`config.mk`:
```
export PLATFORM = sky130hd
export DESIGN_NAME = fixed_point_add_sat
export DESIGN_NICKNAME = d
export VERILOG_FILES = /design/src/rtl/fxp_pkg.sv /design/src/rtl/fxp_saturate.sv /design/src/rtl/fixed_point_add_sat.sv
export SDC_FILE = /design/constraint.sdc
export NUM_CORES = 1
export LEC_CHECK = 0
export ABC_AREA = 1
export CORE_ASPECT_RATIO = 1.2
export CORE_MARGIN = 1
export CORE_UTILIZATION = 45
export CTS_CLUSTER_DIAMETER = 40
export DETAILED_ROUTE_END_ITERATION = 6
export GPL_ROUTABILITY_DRIVEN = 0
export PLACE_DENSITY = 0.75
export SKIP_CTS_REPAIR_TIMING = 1
export SLEW_MARGIN = 20
export SYNTH_ARGS = -nofsm -noshare
export SYNTH_HDL_FRONTEND = slang
export SYNTH_SLANG_ARGS = --single-unit
```
`constraint.sdc`:
```
create_clock -name clk -period 2.7 [get_ports clk]
set_input_delay 0.405 -clock clk [delete_from_list [all_inputs] [get_ports clk]]
set_output_delay 0.405 -clock clk [all_outputs]
set_load 0.005 [all_outputs]
```
`src/rtl/fxp_pkg.sv`:
```
// Shared constants, types and the clamp function for the Q11.5 + Q11.5 -> Q12.4
// saturating adder. The optional ADDER_ROUND_EN macro (see fxp_saturate) only
// changes how the sum is narrowed; every type and bound defined here is the
// same in both builds.
package fxp_pkg;

   localparam int WIDTH    = 16;                 // width of A, B and sum
   localparam int FRAC_IN  = 5;                  // fractional bits of A and B
   localparam int FRAC_OUT = 4;                  // fractional bits of sum
   localparam int SHIFT    = FRAC_IN - FRAC_OUT; // bits dropped when narrowing

   // Half of one output LSB, expressed in input LSBs (used when rounding).
   localparam int ROUND_HALF = 2 ** (SHIFT - 1);

   typedef logic signed [WIDTH-1:0] fxp_in_t;   // Q11.5 operand
   typedef logic signed [WIDTH-1:0] fxp_out_t;  // Q12.4 result
   typedef logic signed [WIDTH:0]   fxp_sum_t;  // exact Q12.5 sum
   typedef logic signed [WIDTH+1:0] fxp_ext_t;  // headroom for the rounding add

   // Output range equals the input integer range: [-1024.0, +1023.9375].
   localparam fxp_out_t SAT_MAX = fxp_out_t'((2 ** (WIDTH-1) - 1) >>> SHIFT);
   localparam fxp_out_t SAT_MIN = fxp_out_t'((-(2 ** (WIDTH-1))) >>> SHIFT);
   localparam fxp_ext_t EXT_MAX = fxp_ext_t'((2 ** (WIDTH-1) - 1) >>> SHIFT);
   localparam fxp_ext_t EXT_MIN = fxp_ext_t'((-(2 ** (WIDTH-1))) >>> SHIFT);

   // Clamp an already-shifted value into the output range.
   function automatic fxp_out_t saturate(input fxp_ext_t v);
      fxp_out_t r;
      if (v > EXT_MAX) begin
         r = SAT_MAX;
      end else if (v < EXT_MIN) begin
         r = SAT_MIN;
      end else begin
         r = v[WIDTH-1:0];
      end
      return r;
   endfunction

endpackage

```
`src/rtl/fxp_saturate.sv`:
```
// Combinational narrowing of the exact Q12.5 sum to Q12.4 with clamping.
// Build option: define ADDER_ROUND_EN to round half-up before the shift;
// otherwise the shift truncates toward -inf. Saturation always follows
// the (optionally rounded) shift.
module fxp_saturate
   import fxp_pkg::*;
(
   input  logic [WIDTH:0]   sum_in,
   output logic [WIDTH-1:0] sat_out
);

   fxp_ext_t ext;
   fxp_ext_t shifted;

   // Sign-extend into two bits of headroom, optionally round, shift, clamp.
   always_comb begin
      ext = $signed({sum_in[WIDTH], sum_in});
`ifdef ADDER_ROUND_EN
      ext = ext + fxp_ext_t'(ROUND_HALF);
`else
      ext = ext;
`endif
      shifted = ext >>> SHIFT;
      sat_out = saturate(shifted);
   end

endmodule

```
`src/rtl/fixed_point_add_sat.sv`:
```
// Two-stage pipelined saturating fixed-point adder (Q11.5 + Q11.5 -> Q12.4).
// Stage 1 registers the operands when enable is high and raises v1; stage 2
// loads the narrowed, clamped sum when v1 is set and otherwise holds it, so
// the result is available one edge after the capturing edge and persists
// until the next enabled operation. Reset clears everything asynchronously.
// Build option: ADDER_ROUND_EN selects round-half-up instead of truncation
// (handled inside fxp_saturate); ports and timing are unchanged.
module fixed_point_add_sat
   import fxp_pkg::*;
(
   input  logic             clk,
   input  logic             rst,
   input  logic             enable,
   input  logic [WIDTH-1:0] A,
   input  logic [WIDTH-1:0] B,
   output logic [WIDTH-1:0] sum
);

   fxp_in_t  a1_q, a1_d;
   fxp_in_t  b1_q, b1_d;
   logic     v1_q, v1_d;
   fxp_out_t sum_q, sum_d;

   fxp_sum_t   add_full;
   logic [WIDTH-1:0] sat_val;

   // Stage 1 next state: capture operands on enable, otherwise hold them.
   always_comb begin
      a1_d = a1_q;
      b1_d = b1_q;
      v1_d = enable;
      if (enable) begin
         a1_d = A;
         b1_d = B;
      end
   end

   // Exact WIDTH+1-bit sum of the captured operands; cannot overflow.
   always_comb begin
      add_full = $signed({a1_q[WIDTH-1], a1_q}) + $signed({b1_q[WIDTH-1], b1_q});
   end

   fxp_saturate u_sat (
      .sum_in  (add_full),
      .sat_out (sat_val)
   );

   // Stage 2 next state: load the clamped result only for a valid operation.
   always_comb begin
      sum_d = sum_q;
      if (v1_q) begin
         sum_d = sat_val;
      end
   end

   // Pipeline registers; reset discards any in-flight operation.
   always_ff @(posedge clk or posedge rst) begin
      if (rst) begin
         a1_q  <= '0;
         b1_q  <= '0;
         v1_q  <= 1'b0;
         sum_q <= '0;
      end else begin
         a1_q  <= a1_d;
         b1_q  <= b1_d;
         v1_q  <= v1_d;
         sum_q <= sum_d;
      end
   end

   assign sum = sum_q;

endmodule

```
Yosys cells after proc, flatten, opt, wreduce, memory -nomap -nowiden --
Index checks and enable logic that the tools add are counted.
Storage, ports and cells: output and inout bits 16, bits in registers 49, input port bits 35, word-level logic and storage cells 9
Cells by class: order comparisons 2, mux-type cells 2, add/subtract/negate cells 1
Operator list (number):
- two-way mux 16 bit | 2
- adder 16 x 16 -> 17 bit | 1
- > comparator 16 x 15 -> 1 bit (second input constant) | 1
- less-than comparator 16 x 15 -> 1 bit (second input constant) | 1

Longest topological paths before layout --
Gate-level depths: netlist of run 1.
depth after elaboration 4, depth in mapped cells 15, gate-level depth less buffers 15

Hierarchy --
From an unflattened synthesis of run 1, not the netlist that was laid out.
Unflattened totals: cell total of the unflattened synthesis 335, area, all modules 2976.6 um^2
By module, submodules not included:
- fixed_point_add_sat | cells each 299, instances 1, sequential area each 1226.2 um^2, area each 2825.2 um^2
- fxp_saturate | cells each 36, instances 1, sequential area each 0.0 um^2, area each 151.4 um^2

Worst setup path before layout of run 1 --
OpenSTA, ideal clock, no wires.
path kind register -> register, start register a1_q[1], end register sum_q[10], in the netlist sum[10], arrival time 1784 ps, cell stages (with the launch flop) 14, library setup time 120 ps, buffers on the path 1, data required time 2580 ps, clock period less this slack 1905 ps, path slack 795 ps, cell sequence dfrtp_1 -> inv_1 -> fa_1 -> inv_1 -> nand2_1 -> nand2_1 -> nand3_2 -> nand2_2 -> nand2_2 -> nand3_1 -> nand2_2 -> a21oi_4 -> buf_6 -> a21oi_2
On the way: longest elaborated chain between the ends 4, elaborated cells on any way between the ends 5, classes of those cells add/sub: 1; order compare: 2; mux: 2
RTL lines:
- start, declared | RTL line fixed_point_add_sat.sv:19 | fxp_in_t a1_q, a1_d;
- start signal, assigned | RTL line fixed_point_add_sat.sv:59 | a1_q <= '0;
- start signal, assigned | RTL line fixed_point_add_sat.sv:64 | a1_q <= a1_d;
- adder 16 x 16 -> 17 bit * | RTL line fixed_point_add_sat.sv:40 | add_full = $signed({a1_q[WIDTH-1], a1_q}) + $signed({b1_q[WIDTH-1], b1_q});
- less-than comparator 16 x 15 -> 1 bit | RTL line fxp_pkg.sv:31 | end else if (v < EXT_MIN) begin
- two-way mux 16 bit | RTL line fxp_pkg.sv:31
- two-way mux 16 bit * | RTL line fxp_pkg.sv:29 | if (v > EXT_MAX) begin
- end signal, assigned | RTL line fixed_point_add_sat.sv:67 | sum_q <= sum_d;
- end, declared | RTL line fixed_point_add_sat.sv:22 | fxp_out_t sum_q, sum_d;
Mark *: on every way between the ends. The rest lies on a longest branch, timed or not. A chain may end at the register's enable or synchronous reset.

Worst setup path after layout of run 1 --
start register a1_q[1], end register sum_q[13], in the netlist sum[13]
Same word-level chain as after synthesis.

==> summary.md, run 1 <==
| Metric | Value |
|---|---|
| Die H | between 90 and 100 um |
| Critical Path Source Type | flop |
| P_leak | 0.00172 uW |
| Max Buffers Root-to-Sink | 2 |
| Period Utilization, post-route | 0.809 |
| Cell taking the most area after synthesis | dfrtp_1 |
| XOR/XNOR share of the synthesized area | 0.0301 |
| Drt via density | just under 5 |
| Share of cells above drive strength 1 | 0.228 |
| Clock share of power | 0.173 |
| Drt drc | 0 |
| Yosys warning count | 0 |
| Syn Area/Cell | 8.98 um2 |
| Final Critical Period | 2.18 ns |
| Synth top cells by count | nand2_1, dfrtp_1, inv_1, mux2_2, nand2_2 |
| Fin nets | between 400 and 500 |
| CTS buffer count | 5 |
| Worst EP required | 2.88 ns |
| GRT Resource Usage Total | 0.186 |
| Slew headroom | 0.684 |
| # port buffers | 50 |
| Std-Cell Rows | 31 |
| 1st-pass router iterations | 4 |
| 1st-iter DRT viols | between 60 and 70 |
| WS Path Type | reg2reg |
| Logic pwr share | 0.429 |
| Clock sinks | 49 |
| Internal power | 1560 uW |
| Core region area | a little over 6000 um2 |
| Worst EP arrival | ~2.4 ns |
| Slew at the pin closest to its max-slew limit | around 0.47 ns |
| Status | finished, final reports clean |
| Vias in the first global route | 2318 |
| Die ar. | a little under 7000 um2 |
| Post-Synth Adder-Cell Area | 0.0714 |
| Worst-Skew Late Latency | ~0.30 ns |
| Pwr Density | 669 nW/um2 |
| Post-DP HPWL | 4240 um |
| Initial Util | 0.475 |
| Vias after detailed routing | 2220 |
| Worst R2R Start | a1_q[1]$_DFFE_PP0P_ |
| Max cap viols | 0 |
| Largest net degree at the start of global routing | 50 |
| CP endpoint kind | flop |
| H-tree depth | 2 |
| Multiplexer share of the synthesized area | 0.116 |
| FMAX | 458 MHz |
| Sw frac | 0.347 |
| Sw power | 830 uW |
| Worst vdd ir | about 0.37 mV |
| Synth top area share | 0.422 |
| Sequential area share after synthesis | 0.422 |
| Final Max Tran Viols | 0 |
| Synthesized area | just under 3000 um2 |
| Synth Area in Simple Gates | 0.219 |
| Synth cell types | 29 |
| Synth async-reset ratio | 1.00 |
| Routed len/inst | 11.6 um |
| Compound-Gate Fraction of Synth Area | 0.0791 |
| TritonCTS clock tree | built |
| Seq pwr share | 0.398 |
| Post-Syn Instances | 324 |
| EDFF count, synth | 0 |
| Worst hold slack | 0.457 ns |
| Post-Syn Nets | roughly 380 |
| Area growth syn-to-layout | 22.8% |
| Clk_skew | 0.00713 ns |
| N_diodes | 0 |
| Congestion Overflow GR | 0 |
| Total wire length | 5340 um |
| Worst-path clk slew | 0.08 ns |
| Cells on worst reg2reg path | 12 |
| Critical Path Fanout Max | 12 |
| Synth area leaders | dfrtp_1, mux2_2, nand2_1 |
| Initial antenna violation count | 0 |
| Top_reg_cell synth | dfrtp_1 |
| R2r setup slk | 0.52 ns |
| RR Endpoint | sum[13]$_DFFE_PP0P_ |
| RSZ-0062 raised after global routing | no |
| Largest family of logic cells by synthesized area | simple AND/OR/NAND/NOR gates |
| Routed Antenna Nets | 0 |
| Clk root buf | clkbuf_8 |
| Die Wd | 75.4 um |
| Most frequent cell after synthesis | nand2_1 |
| CP startpoint | a1_q[1]$_DFFE_PP0P_ |
| Top-level port count | 51 |
| Final TNS setup | 0 ns |
| Seq cells post-synth | 49 |
| Setup-failing EPs final | 0 |
| Worst hold path class | in2async |
| First-pass GRT wire length | 9940 um |
| Endpoints failing hold | 0 |
## worst max-delay path by stage
stage,endpoint,cells after the start
floorplan,sum[10]$_DFFE_PP0P_,13
global placement,sum[5]$_DFFE_PP0P_,12
detailed placement,sum[13]$_DFFE_PP0P_,12
CTS,sum[13]$_DFFE_PP0P_,12
global route,sum[7]$_DFFE_PP0P_,12
finish,sum[13]$_DFFE_PP0P_,12
## power by group through the flow
stage / registers [uW] / logic [uW] / clock network, uW
6_report: 953 / 1030 / 413
2_1_floorplan: 966 / 677 / 0
3_5_place_dp: 970 / 1030 / 0
3_3_place_gp: 964 / 1010 / 0
4_1_cts: 955 / 1040 / 427
5_1_grt: 971 / 1160 / 462
## cells in the final DEF, fill, tap and decap left out, types with 2 or more instances in the layout
cell              n
nand2_1          88
dfrtp_1          49
inv_1            29
a21oi_1           8
o21ai_0           2
xor2_1           10
inv_2             7
a21oi_2          17
mux2_2           30
nand2_2          21
clkbuf_8          5
clkbuf_1          3
clkdlybuf4s50_1  50
nor2_1           20
nand3_1           9
ha_1             15
o21bai_1          2
## worst max-delay path, cell delays in order (launching register included)
cell	delay [ns]
dfrtp_1	0.35
inv_1	0.07
fa_1	0.46
inv_1	0.07
nand2_1	0.04
nand2_1	0.11
nand3_2	0.08
nand2_2	0.11
nand2_2	0.07
nand3_1	0.08
nand2_2	0.08
a21oi_4	0.42
a21oi_2	0.10
## per-layer routing
metal,track usage,up-vias,part of all wire
met5,0,-,0
met3,0.0370,8,0.036
met2,0.318,52,0.49
met4,0.0571,0,0.017
met1,0.230,1025,0.45
li1,-,1135,-
## through the flow
step                setup slack (ns)  cells   util  area (um2)  total power [uW]
global route                   0.343    459  0.583        3570              2590
floorplan                      0.795    324      -        2910              1640
CTS                            0.520    459  0.583        3570              2420
detailed placement             0.532    451  0.570        3490              2000
global placement               0.594    451  0.570        3490              1980
finish                         0.517    459  0.583        3570              2390
## sequential cells by signal, indices dropped and copies added (netlist names)
register  cells
a1_q         16
sum          16
b1_q         16
v1_q          1
## cell type report
cell class	count	area, um2
sequential	49	1230
timing repair buffer	52	528
fill	567	2550
clock buffer	8	80.1
tap	82	103
inverter	36	135
multi-input combinational	232	1500
## kinds of logic (layout without fill, tap and decap cells)
family	count (synthesis)	count (layout)
adders and majority gates	16	16
muxes	30	30
DFF	49	49
xor gates and xnor gates	10	10
and+or+nand+nor	146	146
buffers and inverters	43	96
AOI/OAI and AO/OA	30	30
Note: power is estimated with default switching activity, not from simulation.
==> run 2, diff against run 1 <==
Settings changed: PLACE_DENSITY 0.75 to 0.78.
Clock period 2.7 ns to 1.9 ns, I/O delays scaled along.
==> run 2 against run 1 <==
The flow now finishes with violations (negative setup slack); routed wire length rose by 22%; via count rose by 10%; hold slack got worse by 0.13 ns; global-route usage rose by 0.81 points; final cell count rose by 8.7%; die area did not move; sequential share of layout area fell by 5.0 points; total power rose by 64%; critical endpoint is now sum[6]$_DFFE_PP0P_.
==> summary.md, run 2 (synthesis gave the netlist of run 1 again) <==
| Metric | Value |
|---|---|
| Failing checks | negative setup slack |
| CP endpoint kind | flop |
| Clk_skew | 0.00861 ns (+0.00148 ns) |
| Pwr Density | 937 nW/um2 (+40%) |
| FMAX | 498 MHz (+8.6%) |
| Post-DP HPWL | 4570 um (+7.7%) |
| Period Utilization, post-route | 1.06 (+0.249) |
| Routed len/inst | 13.1 um (+12%) |
| Internal power | 2550 uW (+63%) |
| Die ar. | 6790 um2 (unchanged) |
| Logic pwr share | 0.492 (+0.063) |
| WS Path Type | reg2reg |
| Worst EP arrival | 2.21 ns (-0.15 ns) |
| P_leak | 0.00195 uW (+13%) |
| R2r setup slk | -0.11 ns (-0.63 ns) |
| Final Critical Period | 2.01 ns (-0.173 ns) |
| Clk root buf | clkbuf_8 |
| Critical Path Source Type | flop |
| Final Max Tran Viols | 0 (unchanged) |
| Congestion Overflow GR | 0 (unchanged) |
| 1st-iter DRT viols | 68 (+9.7%) |
| Sw power | 1360 uW (+64%) |
| Worst vdd ir | 0.630 mV (+70%) |
| Std-Cell Rows | 31 (unchanged) |
| TritonCTS clock tree | built |
| Seq pwr share | 0.354 (-0.044) |
| Largest net degree at the start of global routing | 50 (unchanged) |
| Fin nets | 467 (+9.4%) |
| Slew at the pin closest to its max-slew limit | 0.408 ns (-0.0642 ns) |
| Commonest non-fill, non-tap cell in the layout | nand2_1 |
| Sw frac | 0.348 (+0.000840) |
| RR Endpoint | sum[6]$_DFFE_PP0P_ |
| Commonest cells after routing, fill and taps aside | nand2_1, clkdlybuf4s50_1, dfrtp_1, buf_4, nand2_2 |
| Final instance area | 4180 um2 (+17%) |
| Max cap viols | 0 (unchanged) |
| Routed Antenna Nets | 0 (unchanged) |
| N_diodes | 0 (unchanged) |
| Share of cells above drive strength 1 | 0.391 (+0.163) |
| Status | finished with violations |
| 1st-pass router iterations | 4 (unchanged) |
| Slew headroom | 0.728 (+0.0435) |
| Worst EP required | 2.10 ns (-0.78 ns) |
| Core region area | 6130 um2 (unchanged) |
| First-pass GRT wire length | 10200 um (+2.4%) |
| Vias after detailed routing | 2450 (+10%) |
| RSZ-0062 raised after global routing | yes |
| CTS buffer count | 5 (unchanged) |
| Worst R2R Start | b1_q[9]$_DFFE_PP0P_ |
| Post-layout util | 0.682 (+0.0984) |
| Endpoints failing hold | 0 (unchanged) |
| Total wire length | 6530 um (+22%) |
| Worst hold path class | in2async |
| Initial Util | 0.475 (unchanged) |
| Worst-path clk slew | 0.09 ns (about the same) |
| Top-level port count | 51 (unchanged) |
| # port buffers | 50 (unchanged) |
| Cells on worst reg2reg path | 12 (unchanged) |
| Initial antenna violation count | 0 (unchanged) |
| Die H | 90.1 um (unchanged) |
| Final TNS setup | -1.20 ns (-1.20 ns) |
| Worst-Skew Late Latency | 0.30 ns (about the same) |
| Drt drc | 0 (unchanged) |
| Setup-failing EPs final | 14 (+14) |
| Critical Path Fanout Max | 6 (-6) |
| Dpl ws | -0.0906 ns (-0.623 ns) |
| GRT Resource Usage Total | 0.194 (+0.00808) |
| Drt via density | 4.91 (+1.5%) |
| Worst hold slack | 0.331 ns (-0.126 ns) |
| Area growth syn-to-layout | 43.6% |
| Clock sinks | 49 (unchanged) |
| PnR worst setup slack | -0.110 ns (-0.627 ns) |
| Die Wd | 75.4 um (unchanged) |
| Clock share of power | 0.154 (-0.019) |
| Placed Area | 3790 um2 (+8.6%) |
| Vias in the first global route | 2326 (+0.35%) |
| H-tree depth | 2 (unchanged) |
| Max Buffers Root-to-Sink | 2 (unchanged) |
[run 2: routing by layer]
metal,up-vias,global-route usage,part of all wire
met5,-,0,0
met4,0,0.0756,0.024
met3,17,0.0381,0.033
met2,68,0.327,0.53
met1,1145,0.237,0.41
li1,1220,-,-
[run 2: worst max-delay path, stage by stage (launching register included)]
cell and delay (ns):
dfrtp_1 0.42, ha_4 0.31, nand2_2 0.07, inv_2 0.06
nand2_1 0.06, nand2_1 0.11, a21oi_2 0.09, buf_4 0.13
nand3_1 0.12, nand2_4 0.07, a21oi_4 0.22, clkbuf_16 0.19
a21oi_2 0.05
[run 2: worst max path at each step]
| stage | from | end | slack, ns | cells after the start |
|---|---|---|---|---|
| 2_1_floorplan | a1_q[1]$_DFFE_PP0P_ | sum[10]$_DFFE_PP0P_ | 0.02 | 13 |
| 3_3_place_gp | a1_q[1]$_DFFE_PP0P_ | sum[10]$_DFFE_PP0P_ | -0.02 | 15 |
| 3_5_place_dp | a1_q[1]$_DFFE_PP0P_ | sum[13]$_DFFE_PP0P_ | -0.09 | 14 |
| 4_1_cts | a1_q[1]$_DFFE_PP0P_ | sum[13]$_DFFE_PP0P_ | -0.13 | 14 |
| 5_1_grt | a1_q[1]$_DFFE_PP0P_ | sum[0]$_DFFE_PP0P_ | -0.22 | 14 |
| 6_report | b1_q[9]$_DFFE_PP0P_ | sum[6]$_DFFE_PP0P_ | -0.11 | 12 |
[run 2: area by class of cell]
type | instances | area, um2
Clock buffer | 5 | 68.8
Clock inverter | 3 | 17.5
Fill cell | 488 | 1950
Inverter | 36 | 135
Multi-Input combinational cell | 232 | 1740
Sequential cell | 49 | 1230
Tap cell | 82 | 103
Timing Repair Buffer | 92 | 883
[run 2: through the flow]
stage	std cells	total power, uW
after global placement	486	3040
after CTS	494	3700
after floorplan	324	2340
after global routing	499	4190
after detailed placement	486	3090
final	499	3910
[run 2: power by group through the flow]
stage / clock network (uW) / logic [uW] / registers, uW
floorplan: 0 / 962 / 1370
global placement: 0 / 1670 / 1370
detailed placement: 0 / 1710 / 1380
CTS: 617 / 1720 / 1360
global route: 664 / 2110 / 1410
finish: 601 / 1920 / 1390
